===== config.mk =====
export PLATFORM = sky130hd
export DESIGN_NAME = imem_boot_loader_flat
export DESIGN_NICKNAME = d
export VERILOG_FILES = /design/src/rtl/imem_boot_loader_pkg.sv /design/src/rtl/imem_boot_loader_if.sv /design/src/rtl/boot_timeout_ctr.sv /design/src/rtl/imem_boot_loader.sv /design/src/flat_wrapper.sv
export SDC_FILE = /design/constraint.sdc
export NUM_CORES = 1
export LEC_CHECK = 0
export ABC_AREA = 1
export CAP_MARGIN = 25
export CORE_MARGIN = 2
export CORE_UTILIZATION = 49
export DETAILED_ROUTE_END_ITERATION = 10
export PLACE_DENSITY_LB_ADDON = 0.3
export SYNTH_ARGS = -nofsm -noshare
export SYNTH_HDL_FRONTEND = slang
export SYNTH_SLANG_ARGS = --single-unit
export TNS_END_PERCENT = 5

===== constraint.sdc =====
create_clock -name clk -period 1.7 [get_ports clk]
set_input_delay 0.17 -clock clk [delete_from_list [all_inputs] [get_ports clk]]
set_output_delay 0.17 -clock clk [all_outputs]
set_load 0.03 [all_outputs]

===== src/rtl/imem_boot_loader_pkg.sv =====
// Shared constants for the IMEM boot loader: data width, IMEM geometry and FSM encodings.
package imem_boot_loader_pkg;

  localparam int unsigned DATA_WIDTH  = 8;
  localparam int unsigned IMEM_BYTES  = 1024;
  localparam int unsigned IMEM_ADDR_W = $clog2(IMEM_BYTES);

  // Wide enough for the largest legal release delay (15).
  localparam int unsigned HOLD_W = 4;

  localparam logic [1:0] StIdle = 2'd0;
  localparam logic [1:0] StLoad = 2'd1;
  localparam logic [1:0] StHold = 2'd2;
  localparam logic [1:0] StRun  = 2'd3;

  typedef logic [DATA_WIDTH-1:0] byte_t;

endpackage


===== src/rtl/imem_boot_loader_if.sv =====
// Programming stream, IMEM byte write port and core control bundle for the boot loader.
interface imem_boot_loader_if
  import imem_boot_loader_pkg::*;
#(
  parameter int unsigned ADDR_W = IMEM_ADDR_W
) ();

  logic              load_start;
  logic [ADDR_W:0]   load_len;
  logic              s_valid;
  byte_t             s_data;
  logic              s_ready;
  logic              mem_we;
  logic [ADDR_W-1:0] mem_waddr;
  byte_t             mem_wdata;
  logic              cpu_rst_n;
  logic              busy;
  logic              done;
  logic              err;

  // Host / programmer side.
  modport master (
    output load_start, load_len, s_valid, s_data,
    input  s_ready, mem_we, mem_waddr, mem_wdata, cpu_rst_n, busy, done, err
  );

  // Loader side.
  modport slave (
    input  load_start, load_len, s_valid, s_data,
    output s_ready, mem_we, mem_waddr, mem_wdata, cpu_rst_n, busy, done, err
  );

endinterface


===== src/rtl/boot_timeout_ctr.sv =====
// Saturating idle-cycle counter with clear/enable; flags when the count has reached LIMIT.
module boot_timeout_ctr #(
  parameter int unsigned LIMIT = 4096,
  parameter int unsigned CNT_W = $clog2(LIMIT + 1)
) (
  input  logic clk,
  input  logic rst_n,
  input  logic clr,
  input  logic en,
  output logic reached
);

  logic [CNT_W-1:0] cnt_q, cnt_d;

  assign reached = (cnt_q == CNT_W'(LIMIT));

  always_comb begin
    cnt_d = cnt_q;
    if (clr) begin
      cnt_d = '0;
    end else if (en && !reached) begin
      cnt_d = cnt_q + CNT_W'(1);
    end
  end

  always_ff @(posedge clk or negedge rst_n) begin
    if (!rst_n) begin
      cnt_q <= '0;
    end else begin
      cnt_q <= cnt_d;
    end
  end

endmodule


===== src/rtl/imem_boot_loader.sv =====
// Boot loader: streams a program into IMEM from address 0 and holds the core in reset
// until a complete image has landed and the release delay has elapsed.
module imem_boot_loader
  import imem_boot_loader_pkg::*;
#(
  parameter int unsigned MEM_BYTES   = IMEM_BYTES,
  parameter int unsigned ADDR_W      = IMEM_ADDR_W,
  parameter int unsigned TIMEOUT     = 4096,
  parameter int unsigned RELEASE_DLY = 4
) (
  input  logic              clk,
  input  logic              rst_n,
  imem_boot_loader_if.slave bus
);

  localparam int unsigned       LenW     = ADDR_W + 1;
  localparam logic [LenW-1:0]   MaxLen   = LenW'(MEM_BYTES);
  localparam logic [HOLD_W-1:0] HoldLast = HOLD_W'(RELEASE_DLY - 1);

  logic [1:0]        state_q, state_d;
  logic [LenW-1:0]   len_q, len_d;
  logic [LenW-1:0]   cnt_q, cnt_d;
  logic [HOLD_W-1:0] hold_q, hold_d;
  logic              done_q, done_d;
  logic              err_q, err_d;

  logic start_ok;
  logic accept;
  logic last_byte;
  logic idle_clr;
  logic idle_en;
  logic idle_hit;

  assign start_ok  = bus.load_start && (bus.load_len != '0) && (bus.load_len <= MaxLen);
  assign accept    = bus.s_valid && (state_q == StLoad);
  assign last_byte = (cnt_q == len_q - LenW'(1));

  // Clearing outside LOAD means every new load starts with a fresh idle count.
  assign idle_clr = (state_q != StLoad) || accept;
  assign idle_en  = (state_q == StLoad) && !accept;

  boot_timeout_ctr #(
    .LIMIT (TIMEOUT)
  ) u_timeout (
    .clk     (clk),
    .rst_n   (rst_n),
    .clr     (idle_clr),
    .en      (idle_en),
    .reached (idle_hit)
  );

  always_comb begin
    state_d = state_q;
    len_d   = len_q;
    cnt_d   = cnt_q;
    hold_d  = hold_q;
    done_d  = 1'b0;
    err_d   = 1'b0;
    unique case (state_q)
      StIdle, StRun: begin
        if (bus.load_start) begin
          if (start_ok) begin
            state_d = StLoad;
            len_d   = bus.load_len;
            cnt_d   = '0;
          end else begin
            err_d = 1'b1;
          end
        end
      end
      StLoad: begin
        // An accept in the same cycle as the timeout wins.
        if (accept) begin
          cnt_d = cnt_q + LenW'(1);
          if (last_byte) begin
            state_d = StHold;
            hold_d  = '0;
          end
        end else if (idle_hit) begin
          state_d = StIdle;
          err_d   = 1'b1;
        end
      end
      StHold: begin
        if (hold_q == HoldLast) begin
          state_d = StRun;
          done_d  = 1'b1;
        end else begin
          hold_d = hold_q + HOLD_W'(1);
        end
      end
      default: state_d = StIdle;
    endcase
  end

  always_ff @(posedge clk or negedge rst_n) begin
    if (!rst_n) begin
      state_q <= StIdle;
      len_q   <= '0;
      cnt_q   <= '0;
      hold_q  <= '0;
      done_q  <= 1'b0;
      err_q   <= 1'b0;
    end else begin
      state_q <= state_d;
      len_q   <= len_d;
      cnt_q   <= cnt_d;
      hold_q  <= hold_d;
      done_q  <= done_d;
      err_q   <= err_d;
    end
  end

  assign bus.s_ready   = (state_q == StLoad);
  assign bus.mem_we    = accept;
  assign bus.mem_waddr = accept ? cnt_q[ADDR_W-1:0] : '0;
  assign bus.mem_wdata = accept ? bus.s_data : '0;
  assign bus.cpu_rst_n = (state_q == StRun);
  assign bus.busy      = (state_q == StLoad) || (state_q == StHold);
  assign bus.done      = done_q;
  assign bus.err       = err_q;

endmodule


===== src/flat_wrapper.sv =====
// flat-port wrapper written by rule: the top's interface ports become plain ports
module imem_boot_loader_flat import imem_boot_loader_pkg::*;
#(
  parameter int unsigned MEM_BYTES   = IMEM_BYTES,
  parameter int unsigned ADDR_W      = IMEM_ADDR_W,
  parameter int unsigned TIMEOUT     = 4096,
  parameter int unsigned RELEASE_DLY = 4
)
  (clk, rst_n, bus_load_start, bus_load_len, bus_s_valid, bus_s_data, bus_s_ready, bus_mem_we, bus_mem_waddr, bus_mem_wdata, bus_cpu_rst_n, bus_busy, bus_done, bus_err);
  imem_boot_loader_if #(.ADDR_W(ADDR_W)) bus_i ();
  input  logic clk;
  input  logic rst_n;
  input wire logic [$bits(bus_i.load_start)-1:0] bus_load_start;
  input wire logic [$bits(bus_i.load_len)-1:0] bus_load_len;
  input wire logic [$bits(bus_i.s_valid)-1:0] bus_s_valid;
  input wire logic [$bits(bus_i.s_data)-1:0] bus_s_data;
  output wire logic [$bits(bus_i.s_ready)-1:0] bus_s_ready;
  output wire logic [$bits(bus_i.mem_we)-1:0] bus_mem_we;
  output wire logic [$bits(bus_i.mem_waddr)-1:0] bus_mem_waddr;
  output wire logic [$bits(bus_i.mem_wdata)-1:0] bus_mem_wdata;
  output wire logic [$bits(bus_i.cpu_rst_n)-1:0] bus_cpu_rst_n;
  output wire logic [$bits(bus_i.busy)-1:0] bus_busy;
  output wire logic [$bits(bus_i.done)-1:0] bus_done;
  output wire logic [$bits(bus_i.err)-1:0] bus_err;
  assign bus_i.load_start = bus_load_start;
  assign bus_i.load_len = bus_load_len;
  assign bus_i.s_valid = bus_s_valid;
  assign bus_i.s_data = bus_s_data;
  assign bus_s_ready = bus_i.s_ready;
  assign bus_mem_we = bus_i.mem_we;
  assign bus_mem_waddr = bus_i.mem_waddr;
  assign bus_mem_wdata = bus_i.mem_wdata;
  assign bus_cpu_rst_n = bus_i.cpu_rst_n;
  assign bus_busy = bus_i.busy;
  assign bus_done = bus_i.done;
  assign bus_err = bus_i.err;
  imem_boot_loader #(.MEM_BYTES(MEM_BYTES), .ADDR_W(ADDR_W), .TIMEOUT(TIMEOUT), .RELEASE_DLY(RELEASE_DLY)) u_core (.clk(clk), .rst_n(rst_n), .bus(bus_i));
endmodule

* Word level (Yosys, flattened, before mapping)
Cells that the tools add are included.
** Word-level totals
- Word-level logic and storage cells :: 72
- Output and inout bits :: 24
- Register bits :: 43
** Cells by class
- Eq/ne operators :: 15
- Muxes and demuxes :: 26
- $lt $le $gt $ge :: 1
- Reduce and logical (&&, ||, !) cells :: 19
- Add/sub/neg operators :: 4
** Operator list (number)
- $mux W11 :: 3
- $mux W13 :: 2
- $pmux W11 S2 :: 1
- $add A13 B1 Y13 const B :: 1
- $eq A13 B13 Y1 const B :: 1
- $mux W2 :: 6
- $mux W4 :: 3
- $add A11 B1 Y11 const B :: 1
- $eq A11 B11 Y1 :: 1
- $le A11 B11 Y1 const B :: 1
- $reduce_bool A11 Y1 :: 1
- $sub A11 B1 Y11 const B :: 1
- $mux W10 :: 1
- $ne A2 B1 Y1 const B :: 5
- $mux W8 :: 1
- $pmux W4 S2 :: 1
- $reduce_and A4 Y1 :: 2
- $mux W1 :: 6
- $pmux W2 S3 :: 1
- $reduce_bool A2 Y1 :: 3
- $logic_and A1 B1 Y1 :: 5
- $reduce_and A5 Y1 :: 1
- $add A4 B1 Y4 const B :: 1
- $eq A2 B2 Y1 const B :: 2
- other kinds (11) :: 14

* Longest topological paths before layout
- Depth in word-level cells :: 7
- Gate-level depth with buffers :: 15
- Mapped depth without buffers :: 15

* Cells and area by module
A second synthesis with hierarchy kept.
** Second synthesis, totals
- Cells, all modules :: 476
- Area, all modules :: 3138.0 um^2
** Modules (own cells, without submodules)
- imem_boot_loader :: cells each 328, sequential area each 750.7 um^2, times used 1, area an instance 2164.6 um^2
- boot_timeout_ctr :: cells each 148, sequential area each 325.3 um^2, times used 1, area an instance 973.4 um^2

* Worst setup path before layout
Ideal clock, no wire load.
- Path type :: register -> output
- Start point :: register u_core.state_q[1]
- End point :: output bus_mem_waddr[0]
- Stages on the path, launching flop included :: 7
- Arrival :: 1.888 ns
- Buffers on the path :: 2
- Required time :: 1.530 ns
- Path slack :: -0.358 ns
- Path through :: dfrtp_1 > inv_1 > ha_1 > nand2_1 > clkbuf_1 > clkbuf_1 > nor2_1
** Between the ends
- Cells in the longest elaborated chain, start to end :: 3
** RTL lines
- from (decl) :: line imem_boot_loader.sv:20 : logic [1:0] state_q, state_d;
- from (signal assigned) :: line imem_boot_loader.sv:98 : state_q <= StIdle;
- from (signal assigned) :: line imem_boot_loader.sv:105 : state_q <= state_d;
- $eq A2 B1 Y1
- via bus_s_ready :: line flat_wrapper.sv:17 : output wire logic [$bits(bus_i.s_ready)-1:0] bus_s_ready;
- $logic_and A1 B1 Y1 :: line imem_boot_loader.sv:35 : assign accept = bus.s_valid && (state_q == StLoad);
- $mux W10 :: line imem_boot_loader.sv:116 : assign bus.mem_waddr = accept ? cnt_q[ADDR_W-1:0] : '0;
- to (decl) :: line flat_wrapper.sv:19 : output wire logic [$bits(bus_i.mem_waddr)-1:0] bus_mem_waddr;
The timed path passes the listed nets, and every way through them passes these cells.

* Final worst setup path
- Start point :: register u_core.len_q[1]
- End point :: register u_core.hold_q[3]
** Between the ends
- Cells in the longest elaborated chain, start to end :: 4
** RTL lines
- from (decl) :: line imem_boot_loader.sv:21 : logic [LenW-1:0] len_q, len_d;
- from (signal assigned) :: line imem_boot_loader.sv:106 : len_q <= len_d;
- $sub A11 B1 Y11 :: line imem_boot_loader.sv:36 : assign last_byte = (cnt_q == len_q - LenW'(1));
- $eq A11 B11 Y1 :: line imem_boot_loader.sv:36
- $ne A2 B1 Y1 (no line)
- $reduce_and A4 Y1 (no line)
- to (signal assigned) :: line imem_boot_loader.sv:108 : hold_q <= hold_d;
- to (decl) :: line imem_boot_loader.sv:23 : logic [HOLD_W-1:0] hold_q, hold_d;
Every way passes these cells.
A chain may end at the register's enable or synchronous reset.

==> impl_results.md <==
* R2R setup slack at -0.10 ns
* Top cells by area, synth: dfrtp_1 37%, nand2_1 15%, inv_1 7.5%
* Hold_ws at 0.4536 ns
* Critical Path Source Type: flip-flop
* DRC violations left at 0
* Fin worst setup slack at -0.1012 ns
* Max VDD drop at 0.8023 mV
* Final setup vio count at 12
* Vias at 2917
* # IOs at 47
* Post-DP HPWL at 5326 um
* Total track usage at 0.2348
* Syn. warnings at 0
* Area grow syn2layout at 36.91%
* Post-DRT Antenna Nets at 0
* Gr ovfl total at 0
* Hold path cells at 3
* Final RePlAce weighted congestion at 0.9047
* Layout cells sized above 1 at 0.2610
* Slew Limit Fails at 0
* Max_cap viols at 0
* Sequential area share after synthesis at 0.3721
* Count of cell types in the netlist at 33
* Min Tclk post-route at 1.801 ns
* Worst setup path startpoint: u_core.len_q[1]
* Slew of the pin with the lowest slew margin at 0.5636 ns
* Die height at 80.82 um
* CTS tree: done
* Reg2reg start: u_core.len_q[1]
* Arr. time, crit path at 1.99 ns
* Cell area power density at 1331 nW/um2
* Final hold vios at 0
* First-pass GRT wire length at 11920 um
* Inst Count DP at 560
* Status: finished with violations
* Post-Place Cell Area at 3666 um2
* Vias in the first global route at 2822
* Via density at 5.118
* Clk Latency, worst-skew pair at 0.30 ns
* Worst min path class: in2reg
* Post-synth net total at 456
* WHS Endpoint: u_core.len_q[9]
* Final wirelength at 7295 um
* Num CTS Buffers at 5
* Core ar. at 5608 um2
* Final period utilization at 1.060
* Max Buffers Root-to-Sink at 2
* Syn Inst Count at 424
* Share of the synthesized area in the top cell type at 0.3721
* PortBufs at 46
* CP Class: reg2reg
* Critical Path RT at 1.89 ns
* Antenna Cells at 0
* Slew Limit Headroom at 0.6242
* Critical path peak fanout at 5
* Initial antenna violation count at 0
* Die area at 6532 um2
* Most common cell after layout, fill and taps aside: nand2_1
* R2R Path End: u_core.hold_q[3]
* Unrepaired setup endpoints after global routing: yes
* Clock Pin Slew Worst Setup and Hold Paths at 0.09 ns
* Post-synth top area cell: dfrtp_1
* Layout Skew at 0.01072 ns
* R2R depth at 13
* Post-Layout Cell Count at 570
* Final core utilization at 0.7059
* Mapped Avg Cell Area at 6.820 um2
* Crit. End Element: flip-flop
* Clock root buffer: clkbuf_8
* Drt wl/cell at 12.80 um
* Failing checks: setup timing
* Synth Register Bits at 43
* H-tree levels at 2
* Iter 0 DRT Violations at 199
* Most frequent cells in the layout: 105 x nand2_1, 53 x inv_1, 41 x dfrtp_1
* Nets at 529
* Initial Util at 0.5156
* Max Clk Rate at 555.2 MHz
* Leak at 0.001916 uW
* DRT Pass-1 Iters at 4
* Area of the mapped netlist at 2892 um2
* Post-route cell area at 3959 um2
* Clk sinks at 43
* Die span in x at 80.82 um
* Row count at 27
* Hold Crit Start: bus_load_len[9]
* Filler cells at 448
* Total power at 5270 uW
* Largest net degree at the start of global routing at 44
-- timing repair --
item                                    CTS  global route
pin swaps                                 1             7
endpoints found under the setup margin   27            41
setup buffers                             0             1
endpoints found under the hold margin    43             0
hold buffers                              1             0
gates resized for setup                  17            44
-- per-layer routing --
layer,track usage,vias up,part of all wire
met5,0,-,0
met2,0.4347,67,0.53
met4,0.09153,0,0.019
met1,0.2668,1360,0.41
li1,-,1479,-
met3,0.04111,11,0.038
-- cell families after synthesis --
kind of cell | count (synthesis) | share of synthesized area
buffers and inverters | 72 | 0.09606
AND/OR/NAND/NOR | 243 | 0.3795
XOR/XNOR | 9 | 0.02726
AO/OA/AOI/OAI | 48 | 0.08611
flip-flops | 43 | 0.3721
adder cells (fa/ha/maj) | 9 | 0.03894
-- through the flow --
step,worst slack [ns],setup TNS [ns]
global placement,-0.1568,-2.108
finish,-0.1012,-0.5713
detailed placement,-0.2214,-3.531
global route,-0.2394,-2.806
CTS,-0.05916,-0.9077
floorplan,-0.03318,-0.2259
-- cell type report --
cell class,count,area [um2],area share
clock inverter,1,5.005,0.001264
multi-input combinational,309,1772,0.4475
sequential,43,1079,0.2724
clock buffer,7,76.32,0.01928
timing repair buffer,73,690.7,0.1745
inverter,65,246.5,0.06226
tap,72,90.09,0.02276
-- Yosys cell counts (all sizes together) --
master,instances
a211oi,1
a21oi,13
a31oi,1
buf,4
clkbuf,3
clkinv,2
dfrtp,43
ha,9
inv,63
nand2,121
nand3,44
nand3b,1
nand4,3
nor2,58
nor3,10
nor3b,1
nor4,1
o21a,1
o21ai,31
o21bai,1
or2,4
xnor2,1
xor2,8
-- worst max-delay path by stage --
stage / endpoint / slack, ns / cells after the start
final: u_core.hold_q[3] / -0.10 / 13
after global routing: u_core.hold_q[0] / -0.24 / 15
after CTS: u_core.hold_q[1] / -0.06 / 15
after detailed placement: u_core.cnt_q[2] / -0.22 / 12
after global placement: u_core.cnt_q[2] / -0.16 / 12
after floorplan: u_core.cnt_q[2] / -0.03 / 8
-- power breakdown --
group | switching [uW] | total, uW | internal (uW)
sequential | 278 | 1510 | 1240
combinational | 1870 | 3110 | 1240
clock | 358 | 647 | 289
-- worst max-delay path: stages (launching register included) --
cell     delay (ns)
dfrtp_1        0.41
buf_4          0.14
nor2_2         0.15
nand2_1        0.09
nand2_1        0.09
nand3_2        0.08
nor2_2         0.10
nand2_1        0.07
nor2_2         0.09
nand3_2        0.14
nand2_4        0.14
nand2_4        0.06
nand2_1        0.06
nand2_1        0.05
-- sequential cells by signal, summed over array words and instances (netlist names) --
| signal | count |
|---|---|
| u_core.bus.err | 1 |
| u_core.u_timeout.cnt_q | 13 |
| u_core.hold_q | 4 |
| u_core.bus.done | 1 |
| u_core.state_q | 2 |
| u_core.cnt_q | 11 |
| u_core.len_q | 11 |
Note: power is estimated with default switching activity, not from simulation.
